[src/rtl/pulse_param_loader.sv]
// pulse_param_loader: parses framed register writes from the UART byte stream
// into shadow registers. A commit frame copies every shadow into the active
// outputs in one cycle while pulse_hold keeps the sequencer in reset.
module pulse_param_loader #(
  parameter logic [7:0]  SYNC_BYTE   = 8'hAA,
  parameter int unsigned TIMEOUT     = 200000,
  parameter int unsigned HOLD_CYCLES = 4
) (
  input  logic        clk_pll,
  input  logic        reset,
  input  logic [7:0]  rx_data,
  input  logic        rx_valid,
  output logic [31:0] period,
  output logic [31:0] p1width,
  output logic [31:0] delay,
  output logic [31:0] p2width,
  output logic [6:0]  pre_att,
  output logic [6:0]  post_att,
  output logic [7:0]  cpmg,
  output logic [7:0]  pulse_block,
  output logic [15:0] pulse_block_off,
  output logic        pump,
  output logic        block,
  output logic        pulse_hold,
  output logic        frame_ok,
  output logic        frame_err,
  output logic [7:0]  err_count
);

  localparam int unsigned      TMO_W     = $clog2(TIMEOUT + 1);
  localparam logic [TMO_W-1:0] TMO_LAST  = TMO_W'(TIMEOUT - 1);
  localparam logic [TMO_W-1:0] TMO_ONE   = TMO_W'(1);
  localparam logic [7:0]       HOLD_INIT = 8'(HOLD_CYCLES - 1);

  localparam logic [31:0] DEF_PERIOD  = 32'd2000;
  localparam logic [31:0] DEF_P1WIDTH = 32'd20;
  localparam logic [31:0] DEF_DELAY   = 32'd200;
  localparam logic [31:0] DEF_P2WIDTH = 32'd40;
  localparam logic [6:0]  DEF_PRE     = 7'd0;
  localparam logic [6:0]  DEF_POST    = 7'd0;
  localparam logic [7:0]  DEF_CPMG    = 8'd1;
  localparam logic [7:0]  DEF_PB      = 8'd10;
  localparam logic [15:0] DEF_PBO     = 16'd100;
  localparam logic        DEF_PUMP    = 1'b1;
  localparam logic        DEF_BLOCK   = 1'b1;

  typedef enum logic [1:0] {
    S_IDLE = 2'd0,
    S_ADDR = 2'd1,
    S_DATA = 2'd2,
    S_CSUM = 2'd3
  } state_t;

  // XOR checksum over the address and the four data bytes
  function automatic logic [7:0] frame_csum(input logic [7:0] addr, input logic [31:0] data);
    return addr ^ data[7:0] ^ data[15:8] ^ data[23:16] ^ data[31:24];
  endfunction

  // Addresses that are part of the register map (0..9 plus commit)
  function automatic logic addr_known(input logic [7:0] addr);
    return (addr <= 8'd9) || (addr == 8'h0F);
  endfunction

  // Parser state
  state_t           state_q, state_d;
  logic [7:0]       addr_q, addr_d;
  logic [31:0]      data_q, data_d;
  logic [1:0]       idx_q, idx_d;
  logic [TMO_W-1:0] tmo_cnt_q, tmo_cnt_d;

  // Shadow registers
  logic [31:0] sh_period_q, sh_period_d;
  logic [31:0] sh_p1width_q, sh_p1width_d;
  logic [31:0] sh_delay_q, sh_delay_d;
  logic [31:0] sh_p2width_q, sh_p2width_d;
  logic [6:0]  sh_pre_q, sh_pre_d;
  logic [6:0]  sh_post_q, sh_post_d;
  logic [7:0]  sh_cpmg_q, sh_cpmg_d;
  logic [7:0]  sh_pb_q, sh_pb_d;
  logic [15:0] sh_pbo_q, sh_pbo_d;
  logic        sh_pump_q, sh_pump_d;
  logic        sh_block_q, sh_block_d;

  // Active registers
  logic [31:0] period_q, period_d;
  logic [31:0] p1width_q, p1width_d;
  logic [31:0] delay_q, delay_d;
  logic [31:0] p2width_q, p2width_d;
  logic [6:0]  pre_q, pre_d;
  logic [6:0]  post_q, post_d;
  logic [7:0]  cpmg_q, cpmg_d;
  logic [7:0]  pb_q, pb_d;
  logic [15:0] pbo_q, pbo_d;
  logic        pump_q, pump_d;
  logic        block_q, block_d;

  // Commit / status
  logic       commit_pend_q, commit_pend_d;
  logic [7:0] hold_cnt_q, hold_cnt_d;
  logic       hold_q, hold_d;
  logic       frame_ok_q, frame_ok_d;
  logic       frame_err_q, frame_err_d;
  logic [7:0] err_cnt_q, err_cnt_d;

  logic accept_s;
  logic reject_s;
  logic commit_s;
  logic timeout_s;

  // Next-state logic: frame parser, shadow writes, commit and hold sequencing
  always_comb begin
    state_d       = state_q;
    addr_d        = addr_q;
    data_d        = data_q;
    idx_d         = idx_q;
    sh_period_d   = sh_period_q;
    sh_p1width_d  = sh_p1width_q;
    sh_delay_d    = sh_delay_q;
    sh_p2width_d  = sh_p2width_q;
    sh_pre_d      = sh_pre_q;
    sh_post_d     = sh_post_q;
    sh_cpmg_d     = sh_cpmg_q;
    sh_pb_d       = sh_pb_q;
    sh_pbo_d      = sh_pbo_q;
    sh_pump_d     = sh_pump_q;
    sh_block_d    = sh_block_q;
    period_d      = period_q;
    p1width_d     = p1width_q;
    delay_d       = delay_q;
    p2width_d     = p2width_q;
    pre_d         = pre_q;
    post_d        = post_q;
    cpmg_d        = cpmg_q;
    pb_d          = pb_q;
    pbo_d         = pbo_q;
    pump_d        = pump_q;
    block_d       = block_q;
    commit_pend_d = 1'b0;
    hold_cnt_d    = hold_cnt_q;
    hold_d        = hold_q;
    frame_ok_d    = 1'b0;
    frame_err_d   = 1'b0;
    err_cnt_d     = err_cnt_q;
    accept_s      = 1'b0;
    reject_s      = 1'b0;
    commit_s      = 1'b0;

    // Inter-byte watchdog: restarts on every byte, idle outside a frame
    if (rx_valid || (state_q == S_IDLE)) begin
      tmo_cnt_d = '0;
    end else begin
      tmo_cnt_d = tmo_cnt_q + TMO_ONE;
    end
    timeout_s = (state_q != S_IDLE) && !rx_valid && (tmo_cnt_q == TMO_LAST);

    case (state_q)
      S_IDLE: begin
        if (rx_valid && (rx_data == SYNC_BYTE)) begin
          state_d = S_ADDR;
        end else begin
          state_d = S_IDLE;
        end
      end
      S_ADDR: begin
        if (rx_valid) begin
          addr_d  = rx_data;
          idx_d   = 2'd0;
          state_d = S_DATA;
        end else begin
          state_d = S_ADDR;
        end
      end
      S_DATA: begin
        if (rx_valid) begin
          // Little-endian: shifting in from the top leaves D0 in [7:0]
          data_d = {rx_data, data_q[31:8]};
          idx_d  = idx_q + 2'd1;
          if (idx_q == 2'd3) begin
            state_d = S_CSUM;
          end else begin
            state_d = S_DATA;
          end
        end else begin
          state_d = S_DATA;
        end
      end
      S_CSUM: begin
        if (rx_valid) begin
          state_d = S_IDLE;
          if ((rx_data == frame_csum(addr_q, data_q)) && addr_known(addr_q)) begin
            accept_s = 1'b1;
          end else begin
            reject_s = 1'b1;
          end
        end else begin
          state_d = S_CSUM;
        end
      end
      default: begin
        state_d = S_IDLE;
      end
    endcase

    if (timeout_s) begin
      state_d  = S_IDLE;
      reject_s = 1'b1;
    end else begin
      state_d = state_d;
    end

    if (accept_s) begin
      frame_ok_d = 1'b1;
      case (addr_q)
        8'd0:    sh_period_d  = data_q;
        8'd1:    sh_p1width_d = data_q;
        8'd2:    sh_delay_d   = data_q;
        8'd3:    sh_p2width_d = data_q;
        8'd4:    sh_pre_d     = data_q[6:0];
        8'd5:    sh_post_d    = data_q[6:0];
        8'd6:    sh_cpmg_d    = data_q[7:0];
        8'd7:    sh_pb_d      = data_q[7:0];
        8'd8:    sh_pbo_d     = data_q[15:0];
        8'd9: begin
          sh_pump_d  = data_q[0];
          sh_block_d = data_q[1];
        end
        8'h0F:   commit_s = 1'b1;
        default: commit_s = 1'b0;
      endcase
    end else begin
      frame_ok_d = 1'b0;
    end

    if (reject_s) begin
      frame_err_d = 1'b1;
      if (err_cnt_q != 8'hFF) begin
        err_cnt_d = err_cnt_q + 8'd1;
      end else begin
        err_cnt_d = err_cnt_q;
      end
    end else begin
      frame_err_d = 1'b0;
    end

    // Hold covers HOLD_CYCLES cycles from the commit; a new commit restarts it
    if (commit_s) begin
      hold_d        = 1'b1;
      hold_cnt_d    = HOLD_INIT;
      commit_pend_d = 1'b1;
    end else if (hold_cnt_q != 8'd0) begin
      hold_d     = 1'b1;
      hold_cnt_d = hold_cnt_q - 8'd1;
    end else begin
      hold_d     = 1'b0;
      hold_cnt_d = 8'd0;
    end

    // Active set is loaded in one cycle, the cycle after pulse_hold rises
    if (commit_pend_q) begin
      period_d  = sh_period_q;
      p1width_d = sh_p1width_q;
      delay_d   = sh_delay_q;
      p2width_d = sh_p2width_q;
      pre_d     = sh_pre_q;
      post_d    = sh_post_q;
      cpmg_d    = sh_cpmg_q;
      pb_d      = sh_pb_q;
      pbo_d     = sh_pbo_q;
      pump_d    = sh_pump_q;
      block_d   = sh_block_q;
    end else begin
      period_d  = period_q;
    end
  end

  // State registers with asynchronous reset to the power-on parameter set
  always_ff @(posedge clk_pll or negedge reset) begin
    if (!reset) begin
      state_q       <= S_IDLE;
      addr_q        <= 8'd0;
      data_q        <= 32'd0;
      idx_q         <= 2'd0;
      tmo_cnt_q     <= '0;
      sh_period_q   <= DEF_PERIOD;
      sh_p1width_q  <= DEF_P1WIDTH;
      sh_delay_q    <= DEF_DELAY;
      sh_p2width_q  <= DEF_P2WIDTH;
      sh_pre_q      <= DEF_PRE;
      sh_post_q     <= DEF_POST;
      sh_cpmg_q     <= DEF_CPMG;
      sh_pb_q       <= DEF_PB;
      sh_pbo_q      <= DEF_PBO;
      sh_pump_q     <= DEF_PUMP;
      sh_block_q    <= DEF_BLOCK;
      period_q      <= DEF_PERIOD;
      p1width_q     <= DEF_P1WIDTH;
      delay_q       <= DEF_DELAY;
      p2width_q     <= DEF_P2WIDTH;
      pre_q         <= DEF_PRE;
      post_q        <= DEF_POST;
      cpmg_q        <= DEF_CPMG;
      pb_q          <= DEF_PB;
      pbo_q         <= DEF_PBO;
      pump_q        <= DEF_PUMP;
      block_q       <= DEF_BLOCK;
      commit_pend_q <= 1'b0;
      hold_cnt_q    <= HOLD_INIT;
      hold_q        <= 1'b1;
      frame_ok_q    <= 1'b0;
      frame_err_q   <= 1'b0;
      err_cnt_q     <= 8'd0;
    end else begin
      state_q       <= state_d;
      addr_q        <= addr_d;
      data_q        <= data_d;
      idx_q         <= idx_d;
      tmo_cnt_q     <= tmo_cnt_d;
      sh_period_q   <= sh_period_d;
      sh_p1width_q  <= sh_p1width_d;
      sh_delay_q    <= sh_delay_d;
      sh_p2width_q  <= sh_p2width_d;
      sh_pre_q      <= sh_pre_d;
      sh_post_q     <= sh_post_d;
      sh_cpmg_q     <= sh_cpmg_d;
      sh_pb_q       <= sh_pb_d;
      sh_pbo_q      <= sh_pbo_d;
      sh_pump_q     <= sh_pump_d;
      sh_block_q    <= sh_block_d;
      period_q      <= period_d;
      p1width_q     <= p1width_d;
      delay_q       <= delay_d;
      p2width_q     <= p2width_d;
      pre_q         <= pre_d;
      post_q        <= post_d;
      cpmg_q        <= cpmg_d;
      pb_q          <= pb_d;
      pbo_q         <= pbo_d;
      pump_q        <= pump_d;
      block_q       <= block_d;
      commit_pend_q <= commit_pend_d;
      hold_cnt_q    <= hold_cnt_d;
      hold_q        <= hold_d;
      frame_ok_q    <= frame_ok_d;
      frame_err_q   <= frame_err_d;
      err_cnt_q     <= err_cnt_d;
    end
  end

  assign period          = period_q;
  assign p1width         = p1width_q;
  assign delay           = delay_q;
  assign p2width         = p2width_q;
  assign pre_att         = pre_q;
  assign post_att        = post_q;
  assign cpmg            = cpmg_q;
  assign pulse_block     = pb_q;
  assign pulse_block_off = pbo_q;
  assign pump            = pump_q;
  assign block           = block_q;
  assign pulse_hold      = hold_q;
  assign frame_ok        = frame_ok_q;
  assign frame_err       = frame_err_q;
  assign err_count       = err_cnt_q;

endmodule

[config.mk]
export PLATFORM = sky130hd
export DESIGN_NAME = pulse_param_loader
export DESIGN_NICKNAME = d
export VERILOG_FILES = /design/src/rtl/pulse_param_loader.sv
export SDC_FILE = /design/constraint.sdc
export NUM_CORES = 1
export LEC_CHECK = 0
export CORE_ASPECT_RATIO = 0.75
export CORE_MARGIN = 4
export CORE_UTILIZATION = 35
export CTS_CLUSTER_DIAMETER = 200
export DETAILED_ROUTE_END_ITERATION = 8
export MAX_ROUTING_LAYER = met4
export SETUP_SLACK_MARGIN = 0.1
export SYNTH_ARGS = -nofsm -noshare
export SYNTH_HDL_FRONTEND = slang
export SYNTH_SLANG_ARGS = --single-unit
[constraint.sdc]
create_clock -name clk_pll -period 3.05 [get_ports clk_pll]
set_input_delay 0.61 -clock clk_pll [delete_from_list [all_inputs] [get_ports clk_pll]]
set_output_delay 0.61 -clock clk_pll [all_outputs]
set_load 0.005 [all_outputs]
==> results.yml <==
pwr:
  worst_ir_drop_vdd_v: 0.000335
  power_density_mw_per_mm2: 659
  p_leak_nw: 10.6
floorplan:
  ios: 198
  core_area_mm2: 0.0489
  die_area_mm2: 0.0533
  die_width_um: 265
  rows: 70
  die-height_um: 201
  initial_utilization: 0.355
placement:
  dp.cells: 1944
  placed_area_mm2: 0.0206
  port_buffers: 197
  gp_congestion: 0.792
  dp_hpwl_um: 27500
  dp_slack_ps: -287
run:
  timing.max_cap.violations: 0
hold_path:
  hold-path-cell-count: 1
  worst_min_delay_path_category: "reg -> reg"
  hp-start: "sh_period_q[16]"
  worstHoldEndpoint: "period[16]"
clock_tree:
  clock_tree.htree_level_count: 2
  tritoncts: "built"
  cts_sinks: 434
  post-cts-setup-buffers: 0
  path_clk_slew_ps: 60
  worst_skew_pair.late_latency_ps: 560
  root_buffer: "clkbuf_16"
  cts-root-to-sink-buffers: 3
  hold_buffers: 1
  cts_resized: 0
  number_of_buffers_created_by_cts: 46
sta:
  finalSetupTns_ps: 0
  finalWorstPathRequiredPeriod_ps: 2780
  hold_viol: 0
  slew_violations: 0
  clock_skew_ps: 17.9
  hold_ws_ps: 495
  slew-limit-headroom: 0.536
  max_freq_mhz: 360
  rsz0062_at_grt: "no"
  setup_viol_count_final: 0
  worst_slack_ps: 271
  min_period_over_period: 0.911
  worst_pin_slew_ps: 687
yosys:
  synth_top_family_by_area: "multiplexers"
  postSynthCellCount: 1085
  postSynth.asyncResetShare: 1.00
  synth_simple_gate_area_share: 0.0372
  synth_cell_type_count: 46
  synth_fp_nets: 1101
  synthAdderAreaFrac: 0.00360
  synth.yosys.warnings: 0
  post_synth_instance_area_mm2: 0.0174
  yosysSeqAreaShare: 0.629
  synth_compound_gate_area_share: 0.00872
  xor_xnor_share_of_the_synthesized_area: 0.0331
  number_of_flops_mapped_to_enable_cells_by_yosys: 0
  avgSynthCellArea_um2: 16.0
  synth-seq-cells: 434
  synth_flop_cell: "dfrtp_1"
  mux_share_of_post_synthesis_cell_area: 0.272
critical_path:
  arrival_ps: 3230
  worstSetupStartpointType: "input port"
  crit-reg2reg-capture: "sh_pbo_q[7]"
  worst_setup_path_end_kind: "register"
  cp_data_required_time_ps: 3500
  critical_path_start_end_classification: "in -> reg"
  critPathMaxFanout: 11
  rr_worst_depth: 7
  rrSetupSlack_ps: 270
  reg2reg_from: "data_q[7]"
drt:
  drt_pass_1_iters: 4
  postRouteAntennaNets: 0
  detail_route.iter0.violations: 556
  detail_route.wirelength_um: 40500
  vias_per_cell: 4.78
  total_vias_in_the_final_route: 9702
  post_drt_wl_per_cell_um: 19.9
  post-route-drc-count: 0
outcome:
  outcome: "finished clean"
final_layout:
  synthToLayoutAreaGrowth_pct: 27.1
  layout_common_cells: "dfrtp_1, mux2_2, clkdlybuf4s50_1"
  stdcell_area_mm2: 0.0221
  finalNonFillerCells: 2030
  design.final.nets: 1361
  mostFrequentLayoutCell: "dfrtp_1"
  final_layout_size_suffix_gt1_frac: 0.433
grt:
  first_global_vias: 10200
  grt_max_degree: 89
  track_usage: 0.157
  antenna_violations_before_repair: 4
  globalRouteOverflowTotal: 0
  wire_length_of_the_first_global_routing_pass_um: 63400
## synthesized netlist by cell type (3+ instances only)
| library cell | instances | area share |
|---|---|---|
| a21oi_1 | 3 | 0.00086 |
| a22o_1 | 3 | 0.0015 |
| and2_1 | 3 | 0.0011 |
| and3_1 | 6 | 0.0022 |
| and4_1 | 3 | 0.0015 |
| buf_1 | 3 | 0.00065 |
| buf_2 | 9 | 0.0026 |
| buf_6 | 7 | 0.0045 |
| clkbuf_1 | 32 | 0.0069 |
| dfrtp_1 | 389 | 0.56 |
| dfstp_2 | 45 | 0.068 |
| ha_1 | 5 | 0.0036 |
| inv_1 | 6 | 0.0013 |
| mux2_2 | 339 | 0.22 |
| mux2_4 | 60 | 0.052 |
| nand2_1 | 14 | 0.0030 |
| nand3_1 | 12 | 0.0035 |
| nand4_1 | 6 | 0.0022 |
| nand4_2 | 4 | 0.0029 |
| nor2_1 | 33 | 0.0071 |
| nor2b_1 | 4 | 0.0014 |
| nor3_1 | 4 | 0.0012 |
| nor4_1 | 3 | 0.0011 |
| nor4b_1 | 3 | 0.0015 |
| o21ai_0 | 12 | 0.0035 |
| xnor2_1 | 35 | 0.018 |
| xnor3_1 | 8 | 0.010 |
| xor2_1 | 10 | 0.0050 |
## per-layer routing
| layer | wire (µm) | GRT usage |
|---|---|---|
| met1 | 19600 | 0.225 |
| met2 | 17800 | 0.227 |
| met3 | 2470 | 0.0368 |
| met4 | 618 | 0.0351 |
| met5 | 0 | - |
## cell families after synthesis
family,Yosys count
compound gates,24
xor+xnor,53
fa+ha+maj,5
buf+inv,58
flops,434
mux,400
simple gates,111
## metrics by stage
step,util,total power [mW]
floorplan,-,7.94
global placement,0.421,9.16
detailed placement,0.421,9.20
CTS,0.452,14.8
global route,0.452,15.3
finish,0.452,14.5
## cell type report
cell class | instances | area, µm²
Antenna cell | 3 | 7.51
Clock buffer | 63 | 1330
Clock inverter | 19 | 169
Fill cell | 4335 | 26800
Inverter | 6 | 22.5
Multi-Input combinational cell | 593 | 6160
Sequential cell | 434 | 10900
Tap cell | 648 | 811
Timing Repair Buffer | 264 | 2660
## worst max path at each step
stage	slack, ps	from	cells after the start	end
final	270	rx_data[7]	8	sh_pbo_q[7]
after global placement	-270	rx_data[7]	8	sh_pbo_q[0]
after global routing	140	data_q[7]	7	sh_pbo_q[3]
after detailed placement	-290	rx_data[7]	8	sh_pbo_q[1]
after floorplan	430	rx_data[7]	8	sh_pbo_q[10]
after CTS	240	data_q[19]	8	sh_pbo_q[1]
## where the power goes
part	total (mW)	switching, mW	internal [mW]
clock	5.52	2.30	3.22
combinational	2.41	1.15	1.26
sequential	6.62	0.529	6.09
total	14.5	3.98	10.6
## state kept, by name (all words and copies together) (netlist names), 16 cells and up
register,count
p2width,32
sh_p2width_q,32
delay,32
sh_delay_q,32
tmo_cnt_q,18
sh_p1width_q,32
period,32
p1width,32
pulse_block_off,16
sh_period_q,32
sh_pbo_q,16
data_q,32
## worst max-delay path, stage by stage
cell and delay, ps:
clkdlybuf4s50_1 500, xnor2_1 240, xnor3_1 330, nor4_1 360, and3_2 360, and4_1 320, buf_12 170, mux2_2 340
(Power assumes the default switching activity.)
